==> config.mk <==
export PLATFORM = sky130hd
export DESIGN_NAME = image_server
export DESIGN_NICKNAME = d
export VERILOG_FILES = /design/src/rtl/tnn_mem_pkg.sv /design/src/rtl/word_ram.sv /design/src/rtl/image_server.sv
export SDC_FILE = /design/constraint.sdc
export NUM_CORES = 1
export LEC_CHECK = 0
export CAP_MARGIN = 20
export CORE_MARGIN = 5
export CORE_UTILIZATION = 60
export CTS_CLUSTER_DIAMETER = 120
export CTS_CLUSTER_SIZE = 25
export DETAILED_ROUTE_END_ITERATION = 7
export PLACE_DENSITY_LB_ADDON = 0.15
export SLEW_MARGIN = 40
export SYNTH_ARGS = -nofsm -noshare
export SYNTH_HDL_FRONTEND = slang
export SYNTH_SLANG_ARGS = --single-unit
==> constraint.sdc <==
create_clock -name clk -period 2.95 [get_ports clk]
set_clock_uncertainty 0.05 [all_clocks]
set_input_delay 0.295 -clock clk [delete_from_list [all_inputs] [get_ports clk]]
set_output_delay 0.295 -clock clk [all_outputs]
set_load 0.03 [all_outputs]
==> src/rtl/tnn_mem_pkg.sv <==
// Shared types for the column-side image memory.
// Holds the read FSM encoding, bank index type and image sizing helper.
package tnn_mem_pkg;

  typedef enum logic [1:0] {
    IDLE,
    SWAP,
    SERVE
  } rd_state_e;

  typedef logic bank_t;

  function automatic int img_words_f(
    input int h,
    input int w,
    input int p,
    input int wb
  );
    return (h * w * p + wb - 1) / wb;
  endfunction

endpackage

==> src/rtl/word_ram.sv <==
// Single image bank: one write port, one registered read port.
// Read data holds when re is low.
module word_ram #(
  parameter int IW    = 3,
  parameter int WW    = 8,
  parameter int DEPTH = 8
) (
  input  logic          clk,
  input  logic          we,
  input  logic [IW-1:0] wa,
  input  logic [WW-1:0] wd,
  input  logic          re,
  input  logic [IW-1:0] ra,
  output logic [WW-1:0] rd
);

  logic [WW-1:0] mem_q [DEPTH];
  logic [WW-1:0] rd_q;

  always_ff @(posedge clk) begin
    if (we) mem_q[wa] <= wd;
    if (re) rd_q <= mem_q[ra];
  end

  assign rd = rd_q;

endmodule

==> src/rtl/image_server.sv <==
// Ping-pong image store feeding the column's receptive field.
// Upstream fills one bank while the column reads the other.
module image_server
  import tnn_mem_pkg::*;
#(
  parameter int ADDR_BITS  = 4,
  parameter int WORD_BITS  = 8,
  parameter int IMG_HEIGHT = 4,
  parameter int IMG_WIDTH  = 4,
  parameter int PIXEL_SIZE = 4
) (
  input  logic                 clk,
  input  logic                 rst_n,
  input  logic                 wr_valid,
  input  logic [WORD_BITS-1:0] wr_data,
  output logic                 wr_ready,
  input  logic [ADDR_BITS-1:0] addr,
  output logic [WORD_BITS-1:0] mem_word,
  output logic                 data_valid,
  output logic                 addr_clear,
  input  logic                 col_valid,
  output logic                 serving
);

  localparam int IMG_WORDS =
    img_words_f(IMG_HEIGHT, IMG_WIDTH, PIXEL_SIZE, WORD_BITS);
  localparam int IW = (IMG_WORDS > 1) ? $clog2(IMG_WORDS) : 1;
  localparam logic [IW-1:0] LAST = IW'(IMG_WORDS - 1);
  localparam logic [ADDR_BITS:0] WORDS_W = (ADDR_BITS + 1)'(IMG_WORDS);

  if (IMG_WORDS > 2 ** ADDR_BITS) begin : g_size_chk
    $error("image_server: IMG_WORDS exceeds address space");
  end

  rd_state_e     state_q, state_d;
  logic [IW-1:0] wcnt_q, wcnt_d;
  logic [1:0]    full_q, full_d;
  bank_t         wb_q, wb_d;
  bank_t         rb_q, rb_d;
  bank_t         nxt_q, nxt_d;
  logic          rdy_q;
  logic          dv_q, dv_d;

  logic          wr_fire;
  logic          fill_done;
  logic          in_range;
  logic          nxt_full;
  logic          rd_en;
  logic [WORD_BITS-1:0] rd_word [2];

  assign wr_ready  = rdy_q & ~full_q[wb_q];
  assign wr_fire   = wr_valid & wr_ready;
  assign fill_done = wr_fire & (wcnt_q == LAST);
  assign in_range  = {1'b0, addr} < WORDS_W;
  assign rd_en     = (state_q == SERVE) & ~col_valid & in_range;

  // A fill landing on the release edge still counts as a ready successor.
  assign nxt_full = full_q[nxt_q] | (fill_done & (wb_q == nxt_q));

  always_comb begin
    wcnt_d  = wcnt_q;
    full_d  = full_q;
    wb_d    = wb_q;
    rb_d    = rb_q;
    nxt_d   = nxt_q;
    state_d = state_q;
    dv_d    = rd_en;
    if (wr_fire) begin
      wcnt_d = fill_done ? '0 : wcnt_q + 1'b1;
      if (fill_done) begin
        full_d[wb_q] = 1'b1;
        wb_d         = ~wb_q;
      end
    end
    unique case (state_q)
      IDLE: begin
        if (full_q[nxt_q]) state_d = SWAP;
      end
      SWAP: begin
        rb_d    = nxt_q;
        nxt_d   = ~nxt_q;
        state_d = SERVE;
      end
      SERVE: begin
        if (col_valid) begin
          full_d[rb_q] = 1'b0;
          state_d      = nxt_full ? SWAP : IDLE;
        end
      end
      default: state_d = IDLE;
    endcase
  end

  always_ff @(posedge clk) begin
    if (!rst_n) begin
      state_q <= IDLE;
      wcnt_q  <= '0;
      full_q  <= '0;
      wb_q    <= 1'b0;
      rb_q    <= 1'b0;
      nxt_q   <= 1'b0;
      rdy_q   <= 1'b0;
      dv_q    <= 1'b0;
    end else begin
      state_q <= state_d;
      wcnt_q  <= wcnt_d;
      full_q  <= full_d;
      wb_q    <= wb_d;
      rb_q    <= rb_d;
      nxt_q   <= nxt_d;
      rdy_q   <= 1'b1;
      dv_q    <= dv_d;
    end
  end

  for (genvar b = 0; b < 2; b++) begin : g_bank
    word_ram #(
      .IW   (IW),
      .WW   (WORD_BITS),
      .DEPTH(IMG_WORDS)
    ) u_ram (
      .clk(clk),
      .we (wr_fire & (wb_q == 1'(b))),
      .wa (wcnt_q),
      .wd (wr_data),
      .re (rd_en & (rb_q == 1'(b))),
      .ra (addr[IW-1:0]),
      .rd (rd_word[b])
    );
  end

  assign mem_word   = dv_q ? rd_word[rb_q] : '0;
  assign data_valid = dv_q;
  assign addr_clear = (state_q == SWAP);
  assign serving    = (state_q == SERVE);

endmodule
==> results of run 1 <==
-- critical path, delay by kind of cell (launching register included) --
family        cells  cell delay, ns
buf+inv           1            0.66
flops             1            0.54
mux               1            0.38
simple gates      1            0.18
-- power by group through the flow --
| stage | sequential (mW) | combinational [mW] | clock (mW) |
|---|---|---|---|
| after floorplan | 2.48 | 0.0953 | 0 |
| after global placement | 2.48 | 0.165 | 0 |
| after detailed placement | 2.48 | 0.168 | 0 |
| after CTS | 2.43 | 0.171 | 2.16 |
| after global routing | 2.43 | 0.182 | 2.26 |
| final | 2.43 | 0.170 | 2.13 |
-- placed cells by master, fill, tap and decap left out, drive strengths merged, types with 3 or more instances in the layout --
| cell | n |
|---|---|
| edfxtp | 144 |
| mux4 | 32 |
| clkdlybuf4s50 | 26 |
| nor2 | 18 |
| clkbuf | 18 |
| mux2 | 17 |
| buf | 16 |
| dfxtp | 12 |
| mux2i | 10 |
| nor2b | 9 |
| inv | 6 |
| clkinv | 6 |
| nand2b | 5 |
| nor3 | 4 |
| a21oi | 4 |
| nand2 | 3 |
| nand4b | 3 |
| o21ai | 3 |
| bufinv | 3 |
-- area by class of cell --
cell class / instances / share of cell area [%]
clock buffers: 18 / 5.76
clock inverters: 14 / 2.31
inverters: 3 / 0.155
multi-input cells: 130 / 21.3
flip-flops and latches: 156 / 62.9
well taps: 136 / 2.35
repair buffers: 42 / 5.21
-- state kept, by name (all words and copies together) (netlist names) --
register,count
nxt_q,1
state_q,2
full_q,2
data_valid,1
wcnt_q,3
g_bank.u_ram.rd,16
wb_q,1
rb_q,1
g_bank.u_ram.mem_q,128
rdy_q,1
-- worst paths after layout --
check | start | endpoint | slack (ns) | depth (start not counted)
worst max-delay path | wb_q | wr_ready | 0.34 | 3
worst min-delay path | addr[3] | data_valid | 0.38 | 2
worst max register to register | wb_q | g_bank[1].u_ram.mem_q[1][6] | 0.84 | 3
worst min register to register | nxt_q | state_q[0] | 0.49 | 1
-- per-stage QoR --
step | power (mW) | setup slack [ns] | util [%] | hold WS (ns)
after global routing | 4.87 | 0.270 | 71.2 | 0.378
after floorplan | 2.57 | 0.809 | - | 0.273
after CTS | 4.76 | 0.309 | 71.2 | 0.351
final | 4.74 | 0.338 | 71.2 | 0.378
after detailed placement | 2.65 | 0.599 | 65.5 | 0.476
after global placement | 2.64 | 0.662 | 65.5 | 0.450
-- logic make-up (layout without fill, tap and decap cells) --
group	Yosys count	count (layout)	synth area share (%)
flops	156	156	73.7
mux	59	59	18.0
simple gates	54	54	4.70
buf+inv	16	77	1.51
compound gates	14	14	1.55
fa+ha+maj	2	2	0.404
xor+xnor	1	1	0.141
-- layer usage --
layer  track usage (%)  up-vias
met5                 0        -
met4              8.27        0
met3              4.24       15
met2              30.7      108
met1              27.0     1540
li1                  -     1356
==> impl_summary.txt, run 1 <==
----------------------------------------------------
[Clock tree]
  CTS sink count ... between 150 and 200
  TritonCTS clock tree ... yes
  Total of cells resized after clock tree synthesis ... 0
  CTS H-tree depth ... 4
  Insertion delay of the later-clocked pin in the worst-skew pair ... 0.51 ns
  Number of buffers inserted by post-CTS setup repair ... 0
  Clock Root Buffer ... sky130_fd_sc_hd__clkbuf_8
  Maximum count of clock buffers along a single path ... 2
  Hold Buf Count CTS ... 0
  Clock-pin transition on the worst setup and hold timing paths ... about 0.07 ns
  Num CTS Buffers ... 17

[Global route]
  Wire length of the first global-routing pass ... ~18000 um
  GR Util All Layers ... 19.6%
  Initial antenna violation count ... 0
  Largest net degree at the start of global routing ... 33
  Vias in the first global route ... 3092
  Total global routing overflow ... 0

[Pwr]
  Internal portion of total power ... 3.80 mW
  Sequential cell fraction of total power ... between 50 and 60%
  Part of the total power dissipated in the clock network ... 45.0%
  Power per cell area ... ~650 mW/mm^2
  Lkg Pwr ... 2.40 nW
  Share of total power consumed by net switching ... 19.8%
  Switching power ... 940 uW
  IR Drop Worst-Case VDD ... 0.453 mV
  Combinational fraction of design power ... approximately 3.6%

[Synthesis]
  Most instantiated library cell after synthesis ... sky130_fd_sc_hd__edfxtp_1
  Distinct cells, synth ... 35
  Share of Yosys cell area claimed by the top area cell type ... about 70%
  Flip-flop cell with the highest count after synthesis ... sky130_fd_sc_hd__edfxtp_1
  Number of flops mapped to enable cells by yosys ... 144
  Count of warnings emitted by yosys ... 0
  Gate count of the mapped netlist ... 302
  Syn_area_per_cell ... 20.5 um^2
  Syn Std Cell Area ... 0.00620 mm^2
  Top cells by area, synth ... sky130_fd_sc_hd__edfxtp_1 70%, sky130_fd_sc_hd__mux4_1 12%, sky130_fd_sc_hd__dfxtp_1 3.9%, sky130_fd_sc_hd__mux2_2 3.1%, sky130_fd_sc_hd__mux2i_1 1.6%
  Flop and latch count out of synthesis ... 156
  Share of flip-flops with an asynchronous set or reset ... 0%
  Sequential area share after synthesis ... 73.7%
  Total nets after synthesis ... 320
  Most numerous cell types in the synthesized netlist ... 144 x sky130_fd_sc_hd__edfxtp_1, 28 x sky130_fd_sc_hd__mux4_1, 18 x sky130_fd_sc_hd__nor2_1, 17 x sky130_fd_sc_hd__mux2_2, 12 x sky130_fd_sc_hd__dfxtp_1
  Top cell type by total area after synthesis ... sky130_fd_sc_hd__edfxtp_1

[Critical path]
  Crit path arrival time ... 2.27 ns
  Crit path launch type ... register
  Cells along the critical path ... mux2i_1, and2_1, clkdlybuf4s50_1
  Largest stage delay on the critical path ... between 0.6 and 0.7 ns
  Critical path start-end classification ... register to output pin
  CP endpoint kind ... output pin
  Cell with the biggest individual delay on the critical path ... sky130_fd_sc_hd__clkdlybuf4s50_1
  Data required time of the worst path ... around 2.6 ns
  Crit Path Max Fanout ... 10

[Timing]
  Worst slew margin relative to its limit ... 45.9%
  Max Freq ... ~380 MHz
  Final worst path period need ... 2.61 ns
  Setup TNS Final ... 0 ns
  Worst-Margin Slew ... 0.809 ns
  Final-report hold violation count ... 0
  Unrepaired setup endpoints after global routing ... false
  Number of slew-limit violations in the final report ... 0
  Endpoints failing setup ... 0
  Period utilisation layout ... 88.5%

[Floorplan]
  DIE AREA ... 0.0125 mm^2
  Effective utilization at floorplan ... 60.8%
  Overall die height ... 112 um
  Num rows ... 37
  Area inside the core boundary ... roughly 0.01 mm^2
  Number of primary I/O pins ... 28
  Die X-Extent ... ~110 um

[Final layout]
  Antenna diode count ... 0
  Filler-free cell count of the finished design ... 499
  Fraction of layout cells with a size suffix above 1 ... about a fifth
  Number of fill cells ... about 600
  P&R area growth vs syn ... 17.1%
  Layout net count ... 368
  Register cell area after layout ... 0.00456 mm^2
  Final non-filler cell area ... 0.00725 mm^2
  Area of the multi-input gates ... roughly 0.0015 mm^2

[Detailed routing]
  DR iter-0 viols ... 224
  Router iterations before antenna repair ... 5
  Vias per inst ... slightly above 6
  Met2 wirelength from detailed routing ... 5760 um
  Met3 wire len ... slightly below 600 um
  Routed vias ... 3019
  Post-detailed-route wirelength per cell ... 23.2 um
  Uppermost signal routing layer after detailed routing ... met4
  Drc violations ... 0
  Number of antenna-violating nets in the routed design ... 0
  Length of routed wiring on met1 ... 5000 um
  Final WL ... about 12000 um

[Worst hold path]
  Hold Path Class ... input port to register

[Place]
  Final Wtd Congestion ... ~0.77
  Number of placed instances, taps included ... 467
  # port buffers ... 27
  HPWL reported at the end of detailed placement ... 7370 um
  DP Area ... around 0.0067 mm^2

[Job]
  Max-cap violation count ... 0

[Outcome]
  Run status ... finished clean

----------------------------------------------------
(Power assumes the default switching activity.)
==> run 2, diff against run 1 <==
CTS_CLUSTER_SIZE = 30   (was 25)
==> results of run 2 <==
The final DEF is identical to that of run 1; final timing and power are the same.
==> run 3, diff against run 2 <==
CTS_CLUSTER_SIZE = unset   (was 30)
GPL_TIMING_DRIVEN = 1   (was unset)
==> results of run 3 <==
The final DEF is identical to that of run 1; final timing and power are the same.
